## config.mk

```make
export PLATFORM = sky130hd
export DESIGN_NAME = cache_port_arbiter_flat
export DESIGN_NICKNAME = d
export VERILOG_FILES = /design/src/rtl/cache_port_arbiter_if.sv /design/src/rtl/cache_port_arbiter.sv /design/src/flat_wrapper.sv
export SDC_FILE = /design/constraint.sdc
export NUM_CORES = 1
export LEC_CHECK = 0
export ABC_AREA = 1
export ABC_CLOCK_PERIOD_IN_PS = 8950
export CAP_MARGIN = 30
export CORE_ASPECT_RATIO = 1.75
export CORE_MARGIN = 5
export CORE_UTILIZATION = 45
export DETAILED_ROUTE_END_ITERATION = 6
export PLACE_DENSITY = 0.9
export SKIP_LAST_GASP = 1
export SYNTH_ARGS = -nofsm -noshare
export SYNTH_HDL_FRONTEND = slang
export SYNTH_SLANG_ARGS = --single-unit
```

## constraint.sdc

```tcl
create_clock -name CLK -period 8.95 [get_ports CLK]
set_input_delay 2.2375 -clock CLK [delete_from_list [all_inputs] [get_ports CLK]]
set_output_delay 2.2375 -clock CLK [all_outputs]
set_load 0.1 [all_outputs]
```

## src/rtl/cache_port_arbiter_if.sv

```systemverilog
// rtl/cache_port_arbiter_if.sv - bundle of requester and cache signals for cache_port_arbiter
//
// Purpose: carries the I-port (fetch) and D-port (load/store) requester signals
// and the shared cache request interface as one bus.
// Modports:
//   slave  - arbiter side: takes requests and cache responses, drives DOUT/RDY,
//            the C_* request registers and GNT_D.
//   master - environment side: drives requests and cache responses.
interface cache_port_arbiter_if;
  logic        I_REQ;
  logic [31:0] I_ADDR;
  logic [31:0] I_DOUT;
  logic        I_RDY;

  logic        D_REQ;
  logic        D_WE;
  logic [31:0] D_ADDR;
  logic [31:0] D_DIN;
  logic [2:0]  D_LIM;
  logic        D_SIGNED;
  logic [31:0] D_DOUT;
  logic        D_RDY;

  logic [31:0] C_ADDR;
  logic [31:0] C_DIN;
  logic        C_WE;
  logic        C_RREQ;
  logic [2:0]  C_LIM;
  logic        C_SIGNED;
  logic [31:0] C_DOUT;
  logic        C_RDY;

  logic        GNT_D;

  modport slave (
    input  I_REQ, I_ADDR,
    output I_DOUT, I_RDY,
    input  D_REQ, D_WE, D_ADDR, D_DIN, D_LIM, D_SIGNED,
    output D_DOUT, D_RDY,
    output C_ADDR, C_DIN, C_WE, C_RREQ, C_LIM, C_SIGNED,
    input  C_DOUT, C_RDY,
    output GNT_D
  );

  modport master (
    output I_REQ, I_ADDR,
    input  I_DOUT, I_RDY,
    output D_REQ, D_WE, D_ADDR, D_DIN, D_LIM, D_SIGNED,
    input  D_DOUT, D_RDY,
    input  C_ADDR, C_DIN, C_WE, C_RREQ, C_LIM, C_SIGNED,
    output C_DOUT, C_RDY,
    input  GNT_D
  );
endinterface

```

## src/rtl/cache_port_arbiter.sv

```systemverilog
// rtl/cache_port_arbiter.sv - two-port arbiter/sequencer in front of the cache
//
// Purpose: shares one cache request interface between the instruction-fetch
// port (read-only, word) and the load/store port. One transaction in flight:
// IDLE (arbitrate + latch) -> ISSUE (one-cycle C_WE/C_RREQ) -> WAIT (for C_RDY)
// -> RESP (one-cycle I_RDY/D_RDY) -> IDLE.
// Ports:
//   CLK  - clock, all state on rising edge
//   RST  - asynchronous active-high reset, aborts any transaction
//   bus  - cache_port_arbiter_if.slave: I-port, D-port, cache side and GNT_D
// Parameter:
//   I_FIRST - 1: first simultaneous request after reset goes to the I-port
// Configuration macro:
//   ARB_FIXED_PRIO_EN - when defined, the D-port always wins simultaneous
//                       requests; otherwise round-robin on ties.
module cache_port_arbiter #(
  parameter bit I_FIRST = 1'b1
) (
  input logic                  CLK,
  input logic                  RST,
  cache_port_arbiter_if.slave  bus
);

  typedef enum logic [1:0] {
    IDLE,
    ISSUE,
    WAIT,
    RESP
  } state_t;

  state_t      state_q, state_d;
  logic [31:0] c_addr_q, c_addr_d;
  logic [31:0] c_din_q, c_din_d;
  logic        c_we_q, c_we_d;
  logic        c_rreq_q, c_rreq_d;
  logic [2:0]  c_lim_q, c_lim_d;
  logic        c_signed_q, c_signed_d;
  logic        op_we_q, op_we_d;
  logic        gnt_d_q, gnt_d_d;
  logic [31:0] i_dout_q, i_dout_d;
  logic [31:0] d_dout_q, d_dout_d;
  logic        i_rdy_q, i_rdy_d;
  logic        d_rdy_q, d_rdy_d;
  logic        take_d;

`ifdef ARB_FIXED_PRIO_EN
  always_comb begin
    take_d = bus.D_REQ;
  end
`else
  // pri_i_q: the I-port wins the next tie (i.e. the D-port was granted last).
  logic pri_i_q, pri_i_d;

  always_comb begin
    take_d = bus.D_REQ && (!bus.I_REQ || !pri_i_q);
  end

  always_comb begin
    pri_i_d = pri_i_q;
    if (state_q == IDLE && (bus.I_REQ || bus.D_REQ)) begin
      pri_i_d = take_d;
    end
  end

  always_ff @(posedge CLK or posedge RST) begin
    if (RST) begin
      pri_i_q <= I_FIRST;
    end else begin
      pri_i_q <= pri_i_d;
    end
  end
`endif

  always_comb begin
    state_d    = state_q;
    c_addr_d   = c_addr_q;
    c_din_d    = c_din_q;
    c_lim_d    = c_lim_q;
    c_signed_d = c_signed_q;
    op_we_d    = op_we_q;
    gnt_d_d    = gnt_d_q;
    i_dout_d   = i_dout_q;
    d_dout_d   = d_dout_q;
    c_we_d     = 1'b0;
    c_rreq_d   = 1'b0;
    i_rdy_d    = 1'b0;
    d_rdy_d    = 1'b0;

    case (state_q)
      IDLE: begin
        if (bus.I_REQ || bus.D_REQ) begin
          state_d = ISSUE;
          gnt_d_d = take_d;
          if (take_d) begin
            c_addr_d   = bus.D_ADDR;
            c_din_d    = bus.D_DIN;
            c_lim_d    = bus.D_LIM;
            c_signed_d = bus.D_SIGNED;
            op_we_d    = bus.D_WE;
          end else begin
            c_addr_d   = bus.I_ADDR;
            c_din_d    = 32'd0;
            c_lim_d    = 3'd3;
            c_signed_d = 1'b0;
            op_we_d    = 1'b0;
          end
          // Strobes are registered so they are high exactly while in ISSUE.
          c_we_d   = op_we_d;
          c_rreq_d = !op_we_d;
        end
      end
      ISSUE: begin
        state_d = WAIT;
      end
      WAIT: begin
        if (bus.C_RDY) begin
          state_d = RESP;
          if (!op_we_q) begin
            if (gnt_d_q) begin
              d_dout_d = bus.C_DOUT;
            end else begin
              i_dout_d = bus.C_DOUT;
            end
          end
          i_rdy_d = !gnt_d_q;
          d_rdy_d = gnt_d_q;
        end
      end
      RESP: begin
        state_d = IDLE;
      end
      default: begin
        state_d = IDLE;
      end
    endcase
  end

  always_ff @(posedge CLK or posedge RST) begin
    if (RST) begin
      state_q    <= IDLE;
      c_addr_q   <= 32'd0;
      c_din_q    <= 32'd0;
      c_we_q     <= 1'b0;
      c_rreq_q   <= 1'b0;
      c_lim_q    <= 3'd0;
      c_signed_q <= 1'b0;
      op_we_q    <= 1'b0;
      gnt_d_q    <= ~I_FIRST;
      i_dout_q   <= 32'd0;
      d_dout_q   <= 32'd0;
      i_rdy_q    <= 1'b0;
      d_rdy_q    <= 1'b0;
    end else begin
      state_q    <= state_d;
      c_addr_q   <= c_addr_d;
      c_din_q    <= c_din_d;
      c_we_q     <= c_we_d;
      c_rreq_q   <= c_rreq_d;
      c_lim_q    <= c_lim_d;
      c_signed_q <= c_signed_d;
      op_we_q    <= op_we_d;
      gnt_d_q    <= gnt_d_d;
      i_dout_q   <= i_dout_d;
      d_dout_q   <= d_dout_d;
      i_rdy_q    <= i_rdy_d;
      d_rdy_q    <= d_rdy_d;
    end
  end

  assign bus.C_ADDR   = c_addr_q;
  assign bus.C_DIN    = c_din_q;
  assign bus.C_WE     = c_we_q;
  assign bus.C_RREQ   = c_rreq_q;
  assign bus.C_LIM    = c_lim_q;
  assign bus.C_SIGNED = c_signed_q;
  assign bus.I_DOUT   = i_dout_q;
  assign bus.I_RDY    = i_rdy_q;
  assign bus.D_DOUT   = d_dout_q;
  assign bus.D_RDY    = d_rdy_q;
  assign bus.GNT_D    = gnt_d_q;

endmodule

```

## src/flat_wrapper.sv

```systemverilog
// flat-port wrapper written by rule: the top's interface ports become plain ports
module cache_port_arbiter_flat 
#(
  parameter bit I_FIRST = 1'b1
)
  (CLK, RST, bus_I_REQ, bus_I_ADDR, bus_I_DOUT, bus_I_RDY, bus_D_REQ, bus_D_WE, bus_D_ADDR, bus_D_DIN, bus_D_LIM, bus_D_SIGNED, bus_D_DOUT, bus_D_RDY, bus_C_ADDR, bus_C_DIN, bus_C_WE, bus_C_RREQ, bus_C_LIM, bus_C_SIGNED, bus_C_DOUT, bus_C_RDY, bus_GNT_D);
  cache_port_arbiter_if bus_i ();
  input logic CLK;
  input logic RST;
  input wire logic [$bits(bus_i.I_REQ)-1:0] bus_I_REQ;
  input wire logic [$bits(bus_i.I_ADDR)-1:0] bus_I_ADDR;
  output wire logic [$bits(bus_i.I_DOUT)-1:0] bus_I_DOUT;
  output wire logic [$bits(bus_i.I_RDY)-1:0] bus_I_RDY;
  input wire logic [$bits(bus_i.D_REQ)-1:0] bus_D_REQ;
  input wire logic [$bits(bus_i.D_WE)-1:0] bus_D_WE;
  input wire logic [$bits(bus_i.D_ADDR)-1:0] bus_D_ADDR;
  input wire logic [$bits(bus_i.D_DIN)-1:0] bus_D_DIN;
  input wire logic [$bits(bus_i.D_LIM)-1:0] bus_D_LIM;
  input wire logic [$bits(bus_i.D_SIGNED)-1:0] bus_D_SIGNED;
  output wire logic [$bits(bus_i.D_DOUT)-1:0] bus_D_DOUT;
  output wire logic [$bits(bus_i.D_RDY)-1:0] bus_D_RDY;
  output wire logic [$bits(bus_i.C_ADDR)-1:0] bus_C_ADDR;
  output wire logic [$bits(bus_i.C_DIN)-1:0] bus_C_DIN;
  output wire logic [$bits(bus_i.C_WE)-1:0] bus_C_WE;
  output wire logic [$bits(bus_i.C_RREQ)-1:0] bus_C_RREQ;
  output wire logic [$bits(bus_i.C_LIM)-1:0] bus_C_LIM;
  output wire logic [$bits(bus_i.C_SIGNED)-1:0] bus_C_SIGNED;
  input wire logic [$bits(bus_i.C_DOUT)-1:0] bus_C_DOUT;
  input wire logic [$bits(bus_i.C_RDY)-1:0] bus_C_RDY;
  output wire logic [$bits(bus_i.GNT_D)-1:0] bus_GNT_D;
  assign bus_i.I_REQ = bus_I_REQ;
  assign bus_i.I_ADDR = bus_I_ADDR;
  assign bus_I_DOUT = bus_i.I_DOUT;
  assign bus_I_RDY = bus_i.I_RDY;
  assign bus_i.D_REQ = bus_D_REQ;
  assign bus_i.D_WE = bus_D_WE;
  assign bus_i.D_ADDR = bus_D_ADDR;
  assign bus_i.D_DIN = bus_D_DIN;
  assign bus_i.D_LIM = bus_D_LIM;
  assign bus_i.D_SIGNED = bus_D_SIGNED;
  assign bus_D_DOUT = bus_i.D_DOUT;
  assign bus_D_RDY = bus_i.D_RDY;
  assign bus_C_ADDR = bus_i.C_ADDR;
  assign bus_C_DIN = bus_i.C_DIN;
  assign bus_C_WE = bus_i.C_WE;
  assign bus_C_RREQ = bus_i.C_RREQ;
  assign bus_C_LIM = bus_i.C_LIM;
  assign bus_C_SIGNED = bus_i.C_SIGNED;
  assign bus_i.C_DOUT = bus_C_DOUT;
  assign bus_i.C_RDY = bus_C_RDY;
  assign bus_GNT_D = bus_i.GNT_D;
  cache_port_arbiter #(.I_FIRST(I_FIRST)) u_core (.CLK(CLK), .RST(RST), .bus(bus_i));
endmodule
```

Word level (Yosys, flattened, before mapping)
Index checks and enable logic that the tools add are counted.
- eq/ne operators: 5
- multiplexer cells: 18
- bitwise gates (word level): 2
- reduce and logical (&&, ||, !) cells: 13
- operators with widths (operator ; number):
    $mux W32 ; 2
    $mux W1 ; 12
    $pmux W2 S4 ; 1
    $reduce_and A4 Y1 ; 2
    $eq A2 B2 Y1 const B ; 2
    $logic_not A1 Y1 ; 4
    $mux W2 ; 2
    $ne A2 B2 Y1 const B ; 2
    $reduce_and A2 Y1 ; 2
    $mux W3 ; 1
    $eq A2 B1 Y1 const B ; 1
    $logic_and A1 B1 Y1 ; 2
    $logic_not A2 Y1 ; 1
    $logic_or A1 B1 Y1 ; 2
    $not A1 Y1 ; 2
- register bits after elaboration: 141
- input port bits: 138
- output and inout port bits: 137
- word-level logic and storage cells: 52

Longest topological paths before layout
- depth after elaboration: 9
- gate-level depth with buffers: 8
- depth with buffers taken out: 7

Worst setup path before layout
OpenSTA, ideal clock, no wires.
- path type: register to output
- start: reg u_core.gnt_d_q (netlist: u_core.bus.GNT_D)
- end: out bus_GNT_D
- arrival time: 982 ps
- required time: 6713 ps
- path slack: 5731 ps
- stages on the path, launching flop included: 1
- path buffers: 0
- cell sequence: dfrtp_1
- RTL lines (item ; RTL line ; RTL):
    start: declaration ; cache_port_arbiter.sv:39 ; logic gnt_d_q, gnt_d_d;
    start signal: assignment ; cache_port_arbiter.sv:148 ; gnt_d_q <= ~I_FIRST;
    start signal: assignment ; cache_port_arbiter.sv:162 ; gnt_d_q <= gnt_d_d;
    end: declaration ; flat_wrapper.sv:30 ; output wire logic [$bits(bus_i.GNT_D)-1:0] bus_GNT_D;
No word-level cell between the ends.

Worst setup path in the final report
- start: reg u_core.i_dout_q[20] (netlist: u_core.bus.I_DOUT[20])
- end: out bus_I_DOUT[20]
- RTL lines (item ; RTL line ; RTL):
    start: declaration ; cache_port_arbiter.sv:40 ; logic [31:0] i_dout_q, i_dout_d;
    start signal: assignment ; cache_port_arbiter.sv:163 ; i_dout_q <= i_dout_d;
    end: declaration ; flat_wrapper.sv:12 ; output wire logic [$bits(bus_i.I_DOUT)-1:0] bus_I_DOUT;
No word-level cell between the ends.

==> out/results.tsv <==
stage	metric	value	unit
status	run status	finished, final reports clean	
cts	post-cts resize count	0	
synth	syn avg cell area	8.434	um2
global_routing	vias in the first global route	5776	
sta	WHS	0.4665	ns
critical_path	Worst setup SP type	register	
sta	Slew headroom	31.04	%
cts	TritonCTS clock tree	yes	
routing	DR vias/cell	4.781	
final_layout	Layout fillers	878	
synth	share of the synthesized area in the top cell type	58.50	%
critical_path	worst r2r src	u_core.pri_i_q	
final_layout	P&R area growth vs syn	60.15	%
routing	DRT antenna net count	0	
final_layout	fraction of layout cells with a size suffix above 1	5.157	%
floorplan	Die W	97.20	um
floorplan	die area	0.01580	mm2
worst_hold_path	Hold Crit Start	u_core.state_q[0]	
global_routing	first-pass GRT wire length	29.39	mm
cts	Clock transition at path regs	0.07	ns
global_routing	Total GRT Usage	23.46	%
placement	number of port buffers	274	
synth	post-synth cell types	22	
floorplan	core area	0.01301	mm2
critical_path	critical path's top delay family	buffers and inverters	
routing	Top Metal Used	met4	
synth	Async SR Flop Fraction	100.0	%
synth	register area share after synthesis	58.94	%
cts	# Post-CTS Setup Buffers	0	
routing	met3 wire len	1.878	mm
placement	Final GP Congestion	0.8277	
placement	post-place setup slack	4.438	ns
placement	DP HPWL	13.02	mm
cts	clock latency at the later pin of the worst-skew pair	0.42	ns
routing	drt wl/cell	15.76	um
worst_hold_path	worst hold path depth	2	
sta	fmax	236.6	MHz
synth	Synth warnings	0	
cts	Root Buffer	clkbuf_16	
critical_path	CP Capture Type	output port	
final_layout	most frequent cells in the layout	nand2_1 (279), clkdlybuf4s50_1 (274), dfrtp_1 (140)	
final_layout	most common cell after layout, fill and taps aside	nand2_1	
synth	ranking of synthesized cells by area	dfrtp_1 (59%), nand2_1 (17%), inv_1 (6.6%)	
synth	EDFF count, synth	0	
cts	clock buffer depth	2	
routing	number of DRC markers in iteration 0	214	
routing	Routed Wire Length	18.28	mm
worst_hold_path	Min-Delay Endpoint	u_core.state_q[0]	
global_routing	total gr overflow	0	
final_layout	n_diodes	0	
floorplan	Die Span Y	162.6	um
routing	Via Count	5546	
final_layout	register area	0.003530	mm2
synth	syn_nets	850	
floorplan	I/O pin cnt	275	
sta	Slew Viols, Final	0	
sta	Worst Setup Slack, final	4.723	ns
sta	final setup TNS	0	ns
job	max_cap viols	0	
critical_path	CP Data Required Time	6.71	ns
sta	Hold Vio Cnt, Final	0	
critical_path	crit path cell chain	clkdlybuf4s50_1	
synth	Synth Flop Type	dfrtp_1	
critical_path	Buf/Inv on CP	1	
global_routing	antenna violations before repair	0	
synth	flops & latches, synth	141	
cts	CTS Buf Count	17	
sta	final period utilization	47.23	%
cts	TritonCTS Sinks	141	
routing	wl on met1	6.637	mm
worst_hold_path	Hold Crit Class	reg2reg	
synth	cells after synthesis	710	
critical_path	slowest CP cell	clkdlybuf4s50_1	
floorplan	FP Rows	55	
critical_path	Critical Path Max Stage Delay	1.19	ns
sta	min Tclk post-route	4.227	ns
routing	metal2 WL	9.314	mm
sta	RSZ-0062 raised after global routing	false	
sta	Worst-Margin Slew	1.031	ns
critical_path	Worst R2R End	u_core.op_we_q	
final_layout	area of the multi-input gates	0.001861	mm2
sta	# setup viols final	0	
critical_path	Crit Path Max Fanout	2	
critical_path	critical path class	reg2out	
sta	Worst Clk Skew	0.01400	ns
critical_path	reg-to-reg setup timing slack	6.83	ns
floorplan	initial core utilization	46.04	%
critical_path	R2R depth	5	
routing	drt pass-1 iters	5	
cts	hold_buf cts	0	
routing	# DRC	0	
synth	Yosys top cell by area	dfrtp_1	
synth	synthesized area	0.005988	mm2
critical_path	CP arrival	1.99	ns
final_layout	final net count	1117	
global_routing	largest net degree at the start of global routing	80	
cts	H-tree depth	4	
==> Yosys cell counts, types with 2 or more instances <==
library cell and count:
nor2_1 3, o21ai_1 62, o21ai_0 6, buf_4 10, nand3_1 66, ha_1 2, dfrtp_1 140, nor2_8 2
buf_2 17, buf_1 2, clkbuf_1 6, nand2_1 279, inv_1 106
==> metrics by stage <==
stage	instance area (um2)	instances	utilization [%]
final	9590	1160	73.74
after global routing	9590	1160	73.74
after CTS	9535	1158	73.31
after detailed placement	8892	1127	68.37
after global placement	8782	1123	67.52
after floorplan	5988	710	-
==> registers in the layout (all words and copies together), names as in the netlist <==
| name | flops |
|---|---|
| u_core.pri_i_q | 1 |
| u_core.bus.C_SIGNED | 1 |
| u_core.op_we_q | 1 |
| u_core.bus.I_RDY | 1 |
| u_core.bus.I_DOUT | 32 |
| u_core.bus.C_DIN | 32 |
| u_core.bus.GNT_D | 1 |
| u_core.bus.C_LIM | 3 |
| u_core.bus.D_DOUT | 32 |
| u_core.bus.D_RDY | 1 |
| u_core.bus.C_RREQ | 1 |
| u_core.bus.C_ADDR | 32 |
| u_core.bus.C_WE | 1 |
| u_core.state_q | 2 |
==> cell families after synthesis <==
family | after synthesis | synth area share (%)
AOI/OAI and AO/OA | 68 | 5.683
adders and majority gates | 2 | 0.4178
buffers and inverters | 143 | 9.987
and+or+nand+nor | 356 | 24.97
DFF | 141 | 58.94
==> final cells by class <==
class	count	share of cell area, %
Timing Repair Buffer	283	30.55
Tap cell	171	2.231
Clock inverter	13	2.231
Inverter	108	4.305
Sequential cell	141	36.80
Clock buffer	18	4.475
Multi-Input combinational cell	426	19.40
==> worst max-delay path by stage <==
stage | start | to | slack, ns | cells after the start
final | u_core.bus.I_DOUT[20] | bus_I_DOUT[20] | 4.72 | 1
after detailed placement | bus_I_REQ | u_core.bus.C_DIN[31] | 4.44 | 6
after global placement | bus_I_REQ | u_core.op_we_q | 4.47 | 6
after global routing | u_core.bus.I_DOUT[20] | bus_I_DOUT[20] | 4.67 | 1
after floorplan | RST | u_core.bus.C_ADDR[0] | 2.93 | 1
after CTS | u_core.bus.I_DOUT[20] | bus_I_DOUT[20] | 4.72 | 1
==> layer usage <==
| metal | vias up | track usage (%) |
|---|---|---|
| met3 | 27 | 10.54 |
| met4 | 0 | 9.329 |
| li1 | 2697 | - |
| met2 | 232 | 40.47 |
| met1 | 2590 | 25.01 |
| met5 | - | 0 |
Power is not shown: default switching activity piles up to over one toggle a cycle in this logic, so the estimate is an artifact.
